**src/rtl/i2c_resp_pkg.sv**
```systemverilog
// Shared types and constants for the PCF8591-style I2C ADC responder.
package i2c_resp_pkg;

  // Protocol states of the target engine
  typedef enum logic [2:0] {
    ST_IDLE   = 3'd0,
    ST_ADDR   = 3'd1,
    ST_A_ACK  = 3'd2,
    ST_WR     = 3'd3,
    ST_W_ACK  = 3'd4,
    ST_RD     = 3'd5,
    ST_R_ACK  = 3'd6,
    ST_IGNORE = 3'd7
  } state_t;

  // Bus address our master uses for the PCF8591
  localparam logic [6:0] DEFAULT_ADDR = 7'h49;

  // Control-byte field positions
  localparam int CH_LSB      = 0;
  localparam int AUTOINC_BIT = 2;
  localparam int AOUT_EN_BIT = 6;

endpackage

```
**src/rtl/i2c_line_filter.sv**
```systemverilog
// One bus line: 2-FF synchronizer, FILT_LEN-cycle glitch filter and
// rise/fall pulses on the filtered level. Lines idle high, so the
// filtered level resets to 1.
module i2c_line_filter #(
  parameter int FILT_LEN = 3
) (
  input  logic clk,
  input  logic rst_n,
  input  logic pin,
  output logic level,
  output logic rise,
  output logic fall
);

  localparam logic [2:0] LAST_CNT = 3'(FILT_LEN - 1);

  logic [1:0] sync_r;
  logic       filt_r;
  logic [2:0] cnt_r;
  logic       rise_r;
  logic       fall_r;

  // Synchronize the pin and accept a new level only after it has held FILT_LEN cycles
  always_ff @(posedge clk or negedge rst_n) begin
    if (!rst_n) begin
      sync_r <= 2'b11;
      filt_r <= 1'b1;
      cnt_r  <= 3'd0;
      rise_r <= 1'b0;
      fall_r <= 1'b0;
    end else begin
      sync_r <= {sync_r[0], pin};
      rise_r <= 1'b0;
      fall_r <= 1'b0;
      if (sync_r[1] == filt_r) begin
        cnt_r <= 3'd0;
      end else if (cnt_r == LAST_CNT) begin
        filt_r <= sync_r[1];
        cnt_r  <= 3'd0;
        rise_r <= sync_r[1];
        fall_r <= ~sync_r[1];
      end else begin
        cnt_r <= cnt_r + 3'd1;
      end
    end
  end

  assign level = filt_r;
  assign rise  = rise_r;
  assign fall  = fall_r;

endmodule

```
**src/rtl/i2c_adc_responder.sv**
```systemverilog
// I2C target emulating the PCF8591 ADC/DAC. Decodes START/STOP on the
// filtered lines, ACKs its address, stores control/DAC bytes and shifts
// out fabric-supplied ADC samples on reads.
// Optional feature macro: I2C_RESP_AUTOINC_EN (channel auto-increment
// after each transmitted read byte when ctrl_byte[2] is set).
module i2c_adc_responder
  import i2c_resp_pkg::*;
#(
  parameter logic [6:0] DEV_ADDR = DEFAULT_ADDR,
  parameter int         FILT_LEN = 3
) (
  input  logic       clk,
  input  logic       rst_n,
  input  logic       scl_i,
  input  logic       sda_i,
  output logic       sda_oe,
  input  logic [7:0] adc_data,
  output logic [1:0] adc_ch,
  output logic       rd_strobe,
  output logic [7:0] ctrl_byte,
  output logic [7:0] dac_data,
  output logic       wr_valid,
  output logic       busy
);

  logic scl_lvl_s, scl_rise_s, scl_fall_s;
  logic sda_lvl_s, sda_rise_s, sda_fall_s;
  logic start_s, stop_s;
  logic [7:0] rx_byte_s;

  state_t     state_r;
  logic [2:0] bit_cnt_r;
  logic [6:0] shift_r;
  logic       ack_phase_r;
  logic       rw_r;
  logic       first_wr_r;
  logic       sda_oe_r;
  logic       busy_r;
  logic [7:0] ctrl_r;
  logic [7:0] dac_r;
  logic [1:0] adc_ch_r;
  logic       rd_strobe_r;
  logic       wr_valid_r;

  i2c_line_filter #(.FILT_LEN(FILT_LEN)) u_scl_filt (
    .clk   (clk),
    .rst_n (rst_n),
    .pin   (scl_i),
    .level (scl_lvl_s),
    .rise  (scl_rise_s),
    .fall  (scl_fall_s)
  );

  i2c_line_filter #(.FILT_LEN(FILT_LEN)) u_sda_filt (
    .clk   (clk),
    .rst_n (rst_n),
    .pin   (sda_i),
    .level (sda_lvl_s),
    .rise  (sda_rise_s),
    .fall  (sda_fall_s)
  );

  // Byte as it would look once the current SDA level is shifted in
  assign rx_byte_s = {shift_r, sda_lvl_s};

  // Bus conditions: SDA edges while filtered SCL is high
  always_comb begin
    start_s = 1'b0;
    stop_s  = 1'b0;
    if (scl_lvl_s) begin
      start_s = sda_fall_s;
      stop_s  = sda_rise_s;
    end else begin
      start_s = 1'b0;
      stop_s  = 1'b0;
    end
  end

  // Protocol engine; START/STOP take priority over any data edge in the same cycle
  always_ff @(posedge clk or negedge rst_n) begin
    if (!rst_n) begin
      state_r     <= ST_IDLE;
      bit_cnt_r   <= 3'd0;
      shift_r     <= 7'h00;
      ack_phase_r <= 1'b0;
      rw_r        <= 1'b0;
      first_wr_r  <= 1'b0;
      sda_oe_r    <= 1'b0;
      busy_r      <= 1'b0;
      ctrl_r      <= 8'h00;
      dac_r       <= 8'h00;
      adc_ch_r    <= 2'd0;
      rd_strobe_r <= 1'b0;
      wr_valid_r  <= 1'b0;
    end else begin
      rd_strobe_r <= 1'b0;
      wr_valid_r  <= 1'b0;
      if (start_s) begin
        state_r     <= ST_ADDR;
        bit_cnt_r   <= 3'd0;
        ack_phase_r <= 1'b0;
        sda_oe_r    <= 1'b0;
        busy_r      <= 1'b1;
      end else if (stop_s) begin
        state_r     <= ST_IDLE;
        bit_cnt_r   <= 3'd0;
        ack_phase_r <= 1'b0;
        sda_oe_r    <= 1'b0;
        busy_r      <= 1'b0;
      end else begin
        case (state_r)
          ST_IDLE: begin
            sda_oe_r <= 1'b0;
          end

          ST_ADDR: begin
            if (scl_rise_s) begin
              shift_r   <= rx_byte_s[6:0];
              bit_cnt_r <= bit_cnt_r + 3'd1;
              if (bit_cnt_r == 3'd7) begin
                rw_r        <= sda_lvl_s;
                ack_phase_r <= 1'b0;
                state_r     <= (rx_byte_s[7:1] == DEV_ADDR) ? ST_A_ACK : ST_IGNORE;
              end
            end
          end

          // ack_phase_r=0: waiting for the fall after bit 8; 1: ACK is on the bus
          ST_A_ACK: begin
            if (scl_fall_s) begin
              if (!ack_phase_r) begin
                sda_oe_r    <= 1'b1;
                ack_phase_r <= 1'b1;
              end else begin
                ack_phase_r <= 1'b0;
                bit_cnt_r   <= 3'd0;
                if (rw_r) begin
                  shift_r     <= adc_data[6:0];
                  sda_oe_r    <= ~adc_data[7];
                  rd_strobe_r <= 1'b1;
                  state_r     <= ST_RD;
                end else begin
                  sda_oe_r   <= 1'b0;
                  first_wr_r <= 1'b1;
                  state_r    <= ST_WR;
                end
              end
            end
          end

          ST_WR: begin
            if (scl_rise_s) begin
              shift_r   <= rx_byte_s[6:0];
              bit_cnt_r <= bit_cnt_r + 3'd1;
              if (bit_cnt_r == 3'd7) begin
                wr_valid_r  <= 1'b1;
                ack_phase_r <= 1'b0;
                state_r     <= ST_W_ACK;
                if (first_wr_r) begin
                  ctrl_r     <= rx_byte_s;
                  adc_ch_r   <= rx_byte_s[CH_LSB +: 2];
                  first_wr_r <= 1'b0;
                end else begin
                  dac_r <= rx_byte_s;
                end
              end
            end
          end

          ST_W_ACK: begin
            if (scl_fall_s) begin
              if (!ack_phase_r) begin
                sda_oe_r    <= 1'b1;
                ack_phase_r <= 1'b1;
              end else begin
                sda_oe_r    <= 1'b0;
                ack_phase_r <= 1'b0;
                bit_cnt_r   <= 3'd0;
                state_r     <= ST_WR;
              end
            end
          end

          // Bit 7 is already on the bus when RD is entered; each fall presents the next
          ST_RD: begin
            if (scl_fall_s) begin
              if (bit_cnt_r == 3'd7) begin
                sda_oe_r    <= 1'b0;
                bit_cnt_r   <= 3'd0;
                ack_phase_r <= 1'b0;
                state_r     <= ST_R_ACK;
`ifdef I2C_RESP_AUTOINC_EN
                if (ctrl_r[AUTOINC_BIT]) begin
                  adc_ch_r <= adc_ch_r + 2'd1;
                end
`endif
              end else begin
                sda_oe_r  <= ~shift_r[6];
                shift_r   <= {shift_r[5:0], 1'b0};
                bit_cnt_r <= bit_cnt_r + 3'd1;
              end
            end
          end

          // ack_phase_r=0: sample master ACK/NACK; 1: ACK seen, reload on next fall
          ST_R_ACK: begin
            if (!ack_phase_r) begin
              if (scl_rise_s) begin
                if (sda_lvl_s) begin
                  state_r <= ST_IGNORE;
                end else begin
                  ack_phase_r <= 1'b1;
                end
              end
            end else if (scl_fall_s) begin
              shift_r     <= adc_data[6:0];
              sda_oe_r    <= ~adc_data[7];
              rd_strobe_r <= 1'b1;
              bit_cnt_r   <= 3'd0;
              ack_phase_r <= 1'b0;
              state_r     <= ST_RD;
            end
          end

          ST_IGNORE: begin
            sda_oe_r <= 1'b0;
          end

          default: begin
            state_r  <= ST_IDLE;
            sda_oe_r <= 1'b0;
            busy_r   <= 1'b0;
          end
        endcase
      end
    end
  end

  assign sda_oe    = sda_oe_r;
  assign busy      = busy_r;
  assign ctrl_byte = ctrl_r;
  assign dac_data  = dac_r;
  assign adc_ch    = adc_ch_r;
  assign rd_strobe = rd_strobe_r;
  assign wr_valid  = wr_valid_r;

endmodule
```
**config.mk**
```make
export PLATFORM = sky130hd
export DESIGN_NAME = i2c_adc_responder
export DESIGN_NICKNAME = d
export VERILOG_FILES = /design/src/rtl/i2c_resp_pkg.sv /design/src/rtl/i2c_line_filter.sv /design/src/rtl/i2c_adc_responder.sv
export SDC_FILE = /design/constraint.sdc
export NUM_CORES = 1
export LEC_CHECK = 0
export CORE_MARGIN = 1
export CORE_UTILIZATION = 55
export DETAILED_ROUTE_END_ITERATION = 10
export GPL_ROUTABILITY_DRIVEN = 0
export GPL_TIMING_DRIVEN = 0
export PLACE_DENSITY = 0.86
export SYNTH_ARGS = -nofsm -noshare
export SYNTH_HDL_FRONTEND = slang
export SYNTH_SLANG_ARGS = --single-unit
```
**constraint.sdc**
```tcl
create_clock -name clk -period 3.03 [get_ports clk]
set_clock_uncertainty 0.15 [all_clocks]
set_input_delay 0.606 -clock clk [delete_from_list [all_inputs] [get_ports clk]]
set_output_delay 0.606 -clock clk [all_outputs]
set_load 0.05 [all_outputs]
```
==> Word-level counts from Yosys, hierarchy flattened <==
Cells that the tools add are included.
{ "op_classes": {"add_sub_neg": 3, "n_eq_ne": 42, "muxes": 95, "bitwise_logic": 9, "reduce_logical": 21} }
{ "op_table": {"columns": ["cell", "n"], "rows": [
  ["$mux W3", 31],
  ["$mux W7", 8],
  ["$mux W1", 49],
  ["$pmux W7 S4", 1],
  ["$ne A4 B3 Y1 const B", 6],
  ["$ne A4 B4 Y1 const B", 6],
  ["$pmux W3 S6", 1],
  ["$reduce_and A6 Y1", 3],
  ["$eq A3 B3 Y1 const B", 5],
  ["$ne A5 B4 Y1 const B", 3],
  ["$reduce_and A14 Y1", 1],
  ["$eq A3 B2 Y1 const B", 4],
  ["$ne A2 B2 Y1 const B", 6],
  ["$ne A4 B1 Y1 const B", 3],
  ["$pmux W3 S4", 1],
  ["$reduce_and A11 Y1", 1],
  ["$ne A2 B1 Y1 const B", 5],
  ["$add A3 B1 Y3 const B", 3],
  ["$not A1 Y1", 9],
  ["$reduce_and A8 Y1", 1],
  ["$reduce_bool A8 Y1", 1],
  ["$eq A7 B7 Y1 const B", 1],
  ["$reduce_and A7 Y1", 1],
  ["$reduce_bool A7 Y1", 1],
  ["other kinds (13)", 19]
]} }
{ "word_totals": {"reg_bits": 54, "inputBits": 12, "output_inout_bits": 22, "wordCells": 193} }

==> Longest topological paths before layout <==
Gate-level depths: netlist of the first run.
{ "depth": {"ltp_word": 7, "depth_mapped": 7, "depth_no_buf": 6} }

==> Hierarchy <==
A second synthesis of the first run with hierarchy kept.
{ "unflattened": {"hier_cells": 227, "hier_area_um2": 2703.8} }
{ "by_module_without_submodules": {"columns": ["mod", "n_inst", "cells_each", "area_per_inst_um2"], "rows": [
  ["i2c_adc_responder", 1, 185, 2095.8],
  ["i2c_line_filter", 2, 21, 304.0]
]} }

==> Least setup slack after synthesis of the first run <==
Ideal clock, no wire load.
{ "synth_timing": {"path_kind": "reg2reg", "from": "register bit_cnt_r[0]", "to": "register shift_r[0]", "setup_time_ns": 0.125, "arrival_time_ns": 1.854, "t_required_ns": 2.755, "path_slack_ns": 0.901, "stages_incl_launch_ff": 7, "n_path_buf": 0, "cell_sequence": "dfrtp_1 ha_1 ha_1 nor3b_1 o21ai_1 a221oi_4 mux2_4"} }
{ "synth_via": {"elab_chain_cells": 3} }
{ "synth_rtl": {"columns": ["element", "line_no", "text"], "rows": [
  ["start: declaration", "i2c_adc_responder.sv:32", "logic [2:0] bit_cnt_r;"],
  ["start signal: assignment", "i2c_adc_responder.sv:119", "bit_cnt_r <= bit_cnt_r + 3'd1;"],
  ["start signal: assignment", "i2c_adc_responder.sv:154", "bit_cnt_r <= bit_cnt_r + 3'd1;"],
  ["start signal: assignment", "i2c_adc_responder.sv:200", "bit_cnt_r <= bit_cnt_r + 3'd1;"],
  ["$eq A3 B3 Y1", "i2c_adc_responder.sv:187", "if (bit_cnt_r == 3'd7) begin"],
  ["$ne A2 B2 Y1 (no line)", null, null],
  ["$reduce_and A11 Y1 (no line)", null, null],
  ["end signal: assignment", "i2c_adc_responder.sv:153", "shift_r <= rx_byte_s[6:0];"],
  ["end signal: assignment", "i2c_adc_responder.sv:199", "shift_r <= {shift_r[5:0], 1'b0};"],
  ["end signal: assignment", "i2c_adc_responder.sv:216", "shift_r <= adc_data[6:0];"],
  ["end: declaration", "i2c_adc_responder.sv:33", "logic [6:0] shift_r;"]
]} }
No other way between the ends.
A chain may end at the register's enable or synchronous reset.

==> Worst setup path after layout of the first run <==
{ "layout_timing": {"from": "register bit_cnt_r[0]", "to": "register shift_r[3]"} }
Same word-level chain as after synthesis.

==> results of run 1 <==
[state kept, by name (all words and copies together), names as in the netlist, 2 cells and up]
name	flops
bit_cnt_r	3
u_scl_filt.sync_r	2
u_sda_filt.sync_r	2
u_scl_filt.cnt_r	3
dac_data	8
state_r	3
ctrl_byte	8
shift_r	7
u_sda_filt.cnt_r	3
[final cells by class]
class | instances | area, um2 | share of cell area
repair buffers | 34 | 345.3 | 0.1054
plain buffers | 15 | 86.33 | 0.02635
clock inverters | 2 | 38.79 | 0.01184
clock buffers | 6 | 72.57 | 0.02215
inverters | 4 | 15.01 | 0.004582
multi-input cells | 163 | 1326 | 0.4047
flip-flops and latches | 52 | 1309 | 0.3994
well taps | 67 | 83.83 | 0.02558
[stage by stage]
step	setup TNS (ns)	cell area, um2	utilization	hold WS (ns)
floorplan	0	2736	-	0.1604
global placement	-11.50	3151	0.6626	0.1953
global route	0	3277	0.6892	0.1147
finish	0	3277	0.6892	0.09020
detailed placement	0	3166	0.6658	0.2009
CTS	0	3277	0.6892	0.1023
[cell families (layout without fill, tap and decap cells)]
family | count (synthesis) | after routing | synth area share
xor+xnor | 4 | 4 | 0.01281
compound gates | 47 | 47 | 0.1344
buf+inv | 19 | 61 | 0.03703
fa+ha+maj | 3 | 3 | 0.01372
flops | 52 | 52 | 0.4783
mux | 38 | 38 | 0.1642
simple gates | 71 | 71 | 0.1596
[placed cells by master (no fill, tap or decap), drive strengths merged, types with 3 or more instances in the layout]
| master | Yosys | routed |
|---|---|---|
| o21a | 4 | 4 |
| a21oi | 4 | 4 |
| nand2 | 12 | 12 |
| dfrtp | 46 | 46 |
| clkbuf | 7 | 13 |
| a211oi | 4 | 4 |
| nor2b | 9 | 9 |
| nor3b | 8 | 8 |
| dfstp | 6 | 6 |
| nand3 | 4 | 4 |
| inv | 4 | 5 |
| ha | 3 | 3 |
| mux2 | 34 | 34 |
| nor2 | 10 | 10 |
| mux2i | 4 | 4 |
| clkdlybuf4s50 | 0 | 32 |
| o21ai | 12 | 12 |
| nand2b | 6 | 6 |
| buf | 8 | 10 |
| nor3 | 8 | 8 |
[worst register-to-register path, stage by stage, from the launching register on]
cell and delay [ns]:
dfrtp_1 0.41, ha_1 0.23, ha_1 0.23, nor3b_1 0.24, o21ai_1 0.13, a221oi_4 0.58, mux2_4 0.36
[power by group through the flow]
stage	combinational (mW)	sequential [mW]	clock, mW
2_1_floorplan	0.986	1.00	0
3_3_place_gp	1.24	0.994	0
3_5_place_dp	1.27	1.00	0
4_1_cts	1.28	0.991	0.495
5_1_grt	1.40	1.02	0.525
6_report	1.30	0.994	0.480
[worst paths after layout]
check	endpoint	slack (ns)	cells after the start
max	shift_r[3]	0.59	6
min	ctrl_byte[2]	0.09	1
max reg2reg	shift_r[3]	0.59	6
min reg2reg	u_scl_filt.sync_r[1]	0.21	0
max in group asynchronous	u_sda_filt.sync_r[1]	2.04	2
min in group clk	u_scl_filt.sync_r[1]	0.21	0
[layer usage]
| layer | track usage | share of wire |
|---|---|---|
| met2 | 0.3811 | 0.48 |
| met3 | 0.06667 | 0.068 |
| met5 | 0 | 0 |
| met1 | 0.3355 | 0.43 |
| met4 | 0.09368 | 0.023 |
==> impl_metrics.json, run 1 <==
{
  "drt_iter0_drc": 276,
  "worst_slack_ns": 0.5925,
  "p_total_mw": 2.771,
  "final_antenna_net_count": 0,
  "hp-class": "input port to async pin",
  "fmax_mhz": 410.2,
  "tightest_slew_ns": 0.6914,
  "critPathSlowestCell": "a221oi_4",
  "num_rows": 25,
  "period_minus_slack_ns": 2.438,
  "cts_resized": 0,
  "swShare": 0.3797,
  "hold_viol": 0,
  "synth_async_sr_flop_share": 1.000,
  "grt_pass1_vias": 2011,
  "grt_max_degree": 34,
  "synth.distinct_cells": 60,
  "crit_family": "compound AO/OA/AOI/OAI gates",
  "synth.most_common_cell": "dfrtp_1",
  "post-place-ws_ns": 0.6461,
  "synth_area_leaders": "dfrtp_1 (42%), mux2_2 (11%), dfstp_2 (5.8%)",
  "ctsHoldBuffers": 0,
  "path_cells": "ha_1, ha_1, nor3b_1, o21ai_1, a221oi_4, mux2_4",
  "wl_per_cell_um": 16.99,
  "cp_num_buf_inv": 0,
  "drt-total-wl_mm": 5.829,
  "peakVddDrop_mv": 0.4752,
  "sequentialPowerShare": 0.359,
  "clockRootBuffer": "clkbuf_8",
  "area_delta_synth_final_pct": 19.75,
  "max_slew_margin": 0.5390,
  "postCtsSetupRepairBufs": 0,
  "r2r-start": "bit_cnt_r[0]",
  "status": "finished, final reports clean",
  "clockPowerShare": 0.173,
  "end_kind": "flip-flop",
  "final-setup-viol-count": 0,
  "maxSlewViolCount": 0,
  "fin_cells": 343,
  "worstSetupStartpoint": "bit_cnt_r[0]",
  "track_usage": 0.2474,
  "clkLatencyLatePin_ns": 0.31,
  "first_pass_iters": 8,
  "yosys.area.top_type": "dfrtp_1",
  "cts_buffer_depth": 2,
  "dpl.hpwl_mm": 4.044,
  "die_h_um": 72.54,
  "drcViolationCount": 0,
  "comb_power_share": 0.468,
  "grt_overflow_total": 0,
  "setup.worst_path.class": "flip-flop to flip-flop",
  "via_count": 2029,
  "cp.required_ns": 3.08,
  "grt_pass1_wl_mm": 9.687,
  "nets": 290,
  "crit_top_cell": "ha_1",
  "antenna_found_initial": 0,
  "via_per_inst": 5.915,
  "die-width_um": 72.54,
  "yosysSeqAreaShare": 0.4783,
  "synth_cells": 234,
  "antennaDiodeCount": 0,
  "fill_cells": 355,
  "cap_violations": 0,
  "clock_sinks": 52,
  "synthTopCellsByCount": "dfrtp_1 (46), mux2_2 (27), nand2_1 (12)",
  "synth_enable_flop_cells": 0,
  "synth_ff_type": "dfrtp_1",
  "cp_data_arrival_time_ns": 2.49,
  "initial_utilization": 0.5755,
  "grt_setup_unrepaired": "no",
  "fp.dieArea_um2": 5261,
  "fp.coreArea_um2": 4755,
  "p_leak_nw": 1.433,
  "internal_power_mw": 1.719,
  "yosys_warnings": 0,
  "syn-num-nets": 249,
  "p_sw_mw": 1.052,
  "drive_gt1_frac": 0.2464,
  "synth.top_cell.area_share": 0.4207,
  "period_share": 0.8045,
  "place_inst": 335,
  "clkSlewWorstSetupHoldPaths_ns": 0.09,
  "io_pins": 34,
  "p_per_area_nw_per_um2": 845.6,
  "port_buffers": 33,
  "path_max_fanout": 7,
  "syn_avg_cell_area_um2": 11.69,
  "cts_tree": "done",
  "syn-cell-area_um2": 2736,
  "critPathLaunchType": "flip-flop",
  "cts_htree_levels": 2,
  "cpPeakStageDelay_ns": 0.58,
  "cts_buffers": 5,
  "ys_ff_latch": 52
}
Note: power is estimated with default switching activity, not from simulation.
==> inputs of run 2 (changes only) <==
--- a/config.mk
+++ b/config.mk
@@ -6,11 +6,11 @@
 export NUM_CORES = 1
 export LEC_CHECK = 0
 export CORE_MARGIN = 1
-export CORE_UTILIZATION = 55
+export CORE_UTILIZATION = 50
 export DETAILED_ROUTE_END_ITERATION = 10
 export GPL_ROUTABILITY_DRIVEN = 0
 export GPL_TIMING_DRIVEN = 0
-export PLACE_DENSITY = 0.86
+export PLACE_DENSITY = 0.83
 export SYNTH_ARGS = -nofsm -noshare
 export SYNTH_HDL_FRONTEND = slang
 export SYNTH_SLANG_ARGS = --single-unit
==> constraint.sdc (replaced) <==
create_clock -name clk -period 2.2 [get_ports clk]
set_clock_uncertainty 0.15 [all_clocks]
set_input_delay 0.44 -clock clk [delete_from_list [all_inputs] [get_ports clk]]
set_output_delay 0.44 -clock clk [all_outputs]
set_load 0.05 [all_outputs]
==> run 2 against run 1 <==
Power is 40% higher. First-iteration DRC count is 22% lower. Register-to-register slack worse by 0.49 ns. Non-clock buffer count is 3 higher. Via count is 0.25% lower. Hold slack better by 0.12 ns. Final cell count is 1.7% higher. Global-route usage is 2.8 points lower. Core utilization is 4.5 points lower.
==> impl_metrics.json, run 2 (synthesis results as in run 1) <==
{
  "status": "finished, final reports clean",
  "whs_path_depth": 0,
  "end_kind": "output port",
  "track_usage": 0.2189,
  "antennaDiodeCount": 0,
  "grt_pass1_vias": 2114,
  "cts_htree_levels": 2,
  "p_per_area_nw_per_um2": 1159,
  "final_cell_mix": "dfrtp_1 (46), clkdlybuf4s50_1 (30), mux2_2 (27), nand2_1 (11), o21ai_0 (11)",
  "tightest_slew_ns": 0.6025,
  "fp.coreArea_um2": 5205,
  "maxSlewViolCount": 0,
  "stdcell_area_um2": 3353,
  "cp.required_ns": 1.61,
  "cp_num_buf_inv": 1,
  "first_pass_iters": 4,
  "nets": 293,
  "port_buffers": 33,
  "cts_buffer_depth": 2,
  "hold_viol": 0,
  "dpl.hpwl_mm": 4.117,
  "utilization": 0.6442,
  "drt_iter0_drc": 216,
  "fmax_mhz": 475.7,
  "grt_pass1_wl_mm": 10.06,
  "wl_per_cell_um": 17.01,
  "whs_ns": 0.2110,
  "cts_buffers": 5,
  "final-setup-viol-count": 0,
  "clkSlewWorstSetupHoldPaths_ns": 0.09,
  "path_max_fanout": 3,
  "period_minus_slack_ns": 2.102,
  "cts_tree": "done",
  "r2r-start": "bit_cnt_r[0]",
  "cp.depth": 1,
  "die-width_um": 75.98,
  "clockRootBuffer": "clkbuf_8",
  "num_rows": 26,
  "worstSetupStartpoint": "ctrl_byte[1]",
  "io_pins": 34,
  "drt-total-wl_mm": 5.938,
  "hold_start": "u_sda_filt.sync_r[0]",
  "area_delta_synth_final_pct": 22.54,
  "max_slew_margin": 0.5959,
  "peakVddDrop_mv": 0.5879,
  "p_total_mw": 3.888,
  "initial_utilization": 0.5257,
  "final_antenna_net_count": 0,
  "drcViolationCount": 0,
  "die_h_um": 75.98,
  "critPathSlowestCell": "clkdlybuf4s50_1",
  "setup.worst_path.class": "flip-flop to output port",
  "fp.dieArea_um2": 5773,
  "final_common_cell": "dfrtp_1",
  "grt_max_degree": 43,
  "rr_worst_depth": 7,
  "drive_gt1_frac": 0.2832,
  "hp-class": "flip-flop to flip-flop",
  "period_share": 0.9555,
  "path_cells": "clkdlybuf4s50_1",
  "cp_data_arrival_time_ns": 1.51,
  "clkLatencyLatePin_ns": 0.30,
  "clock_sinks": 52,
  "cap_violations": 0,
  "antenna_found_initial": 0,
  "grt_overflow_total": 0,
  "crit_family": "buffers and inverters",
  "cpPeakStageDelay_ns": 0.82,
  "via_per_inst": 5.799,
  "post_dp_cell_area_um2": 3169,
  "p_leak_nw": 1.493,
  "via_count": 2024,
  "critPathLaunchType": "flip-flop"
}
## run 2: worst paths after layout
check / to / slack (ns)
hold / removal: u_sda_filt.sync_r[1] / 0.21
max in group asynchronous: u_scl_filt.sync_r[1] / 0.94
setup reg to reg: shift_r[1] / 0.1
setup / recovery: adc_ch[1] / 0.1
hold reg to reg: u_sda_filt.sync_r[1] / 0.21
min in group asynchronous: sda_oe / 0.39
## run 2: per-layer routing
layer,part of all wire,up-vias,global-route usage
li1,-,937,-
met1,0.42,975,0.2795
met2,0.49,96,0.3664
met3,0.069,16,0.04192
met4,0.024,0,0.09038
met5,0,-,0
## run 2: area by class of cell
type,count,area [um2]
plain buffers,14,82.58
clock buffers,6,72.57
clock inverters,2,38.79
fillers,411,1852
inverters,4,15.01
multi-input cells,163,1353
flip-flops and latches,52,1309
well taps,70,87.58
repair buffers,38,395.4
## run 2: stage by stage
stage | TNS [ns] | worst slack, ns | std cells
2_1_floorplan | 0 | 0.07136 | 234
3_3_place_gp | -45.45 | -0.9221 | 337
3_5_place_dp | -1.169 | -0.1405 | 338
4_1_cts | 0 | 0.0006526 | 350
5_1_grt | -0.001311 | -0.001311 | 349
6_report | 0 | 0.09797 | 349
## run 2: repair_timing
item                                    in CTS  in global routing
hold buffers                                 1                  0
gates resized for setup                      2                 10
endpoints found under the setup margin      16                 30
pin swaps                                    2                  2
hold endpoints to repair                    10                  0
buffers inserted                             3                  0
## run 2: report_power, final
part	total, mW	leakage (nW)	switching, mW	internal (mW)
clock	0.657	0.0558	0.313	0.344
sequential	1.39	0.675	0.215	1.18
combinational	1.84	0.761	0.944	0.895
total	3.89	1.49	1.47	2.42
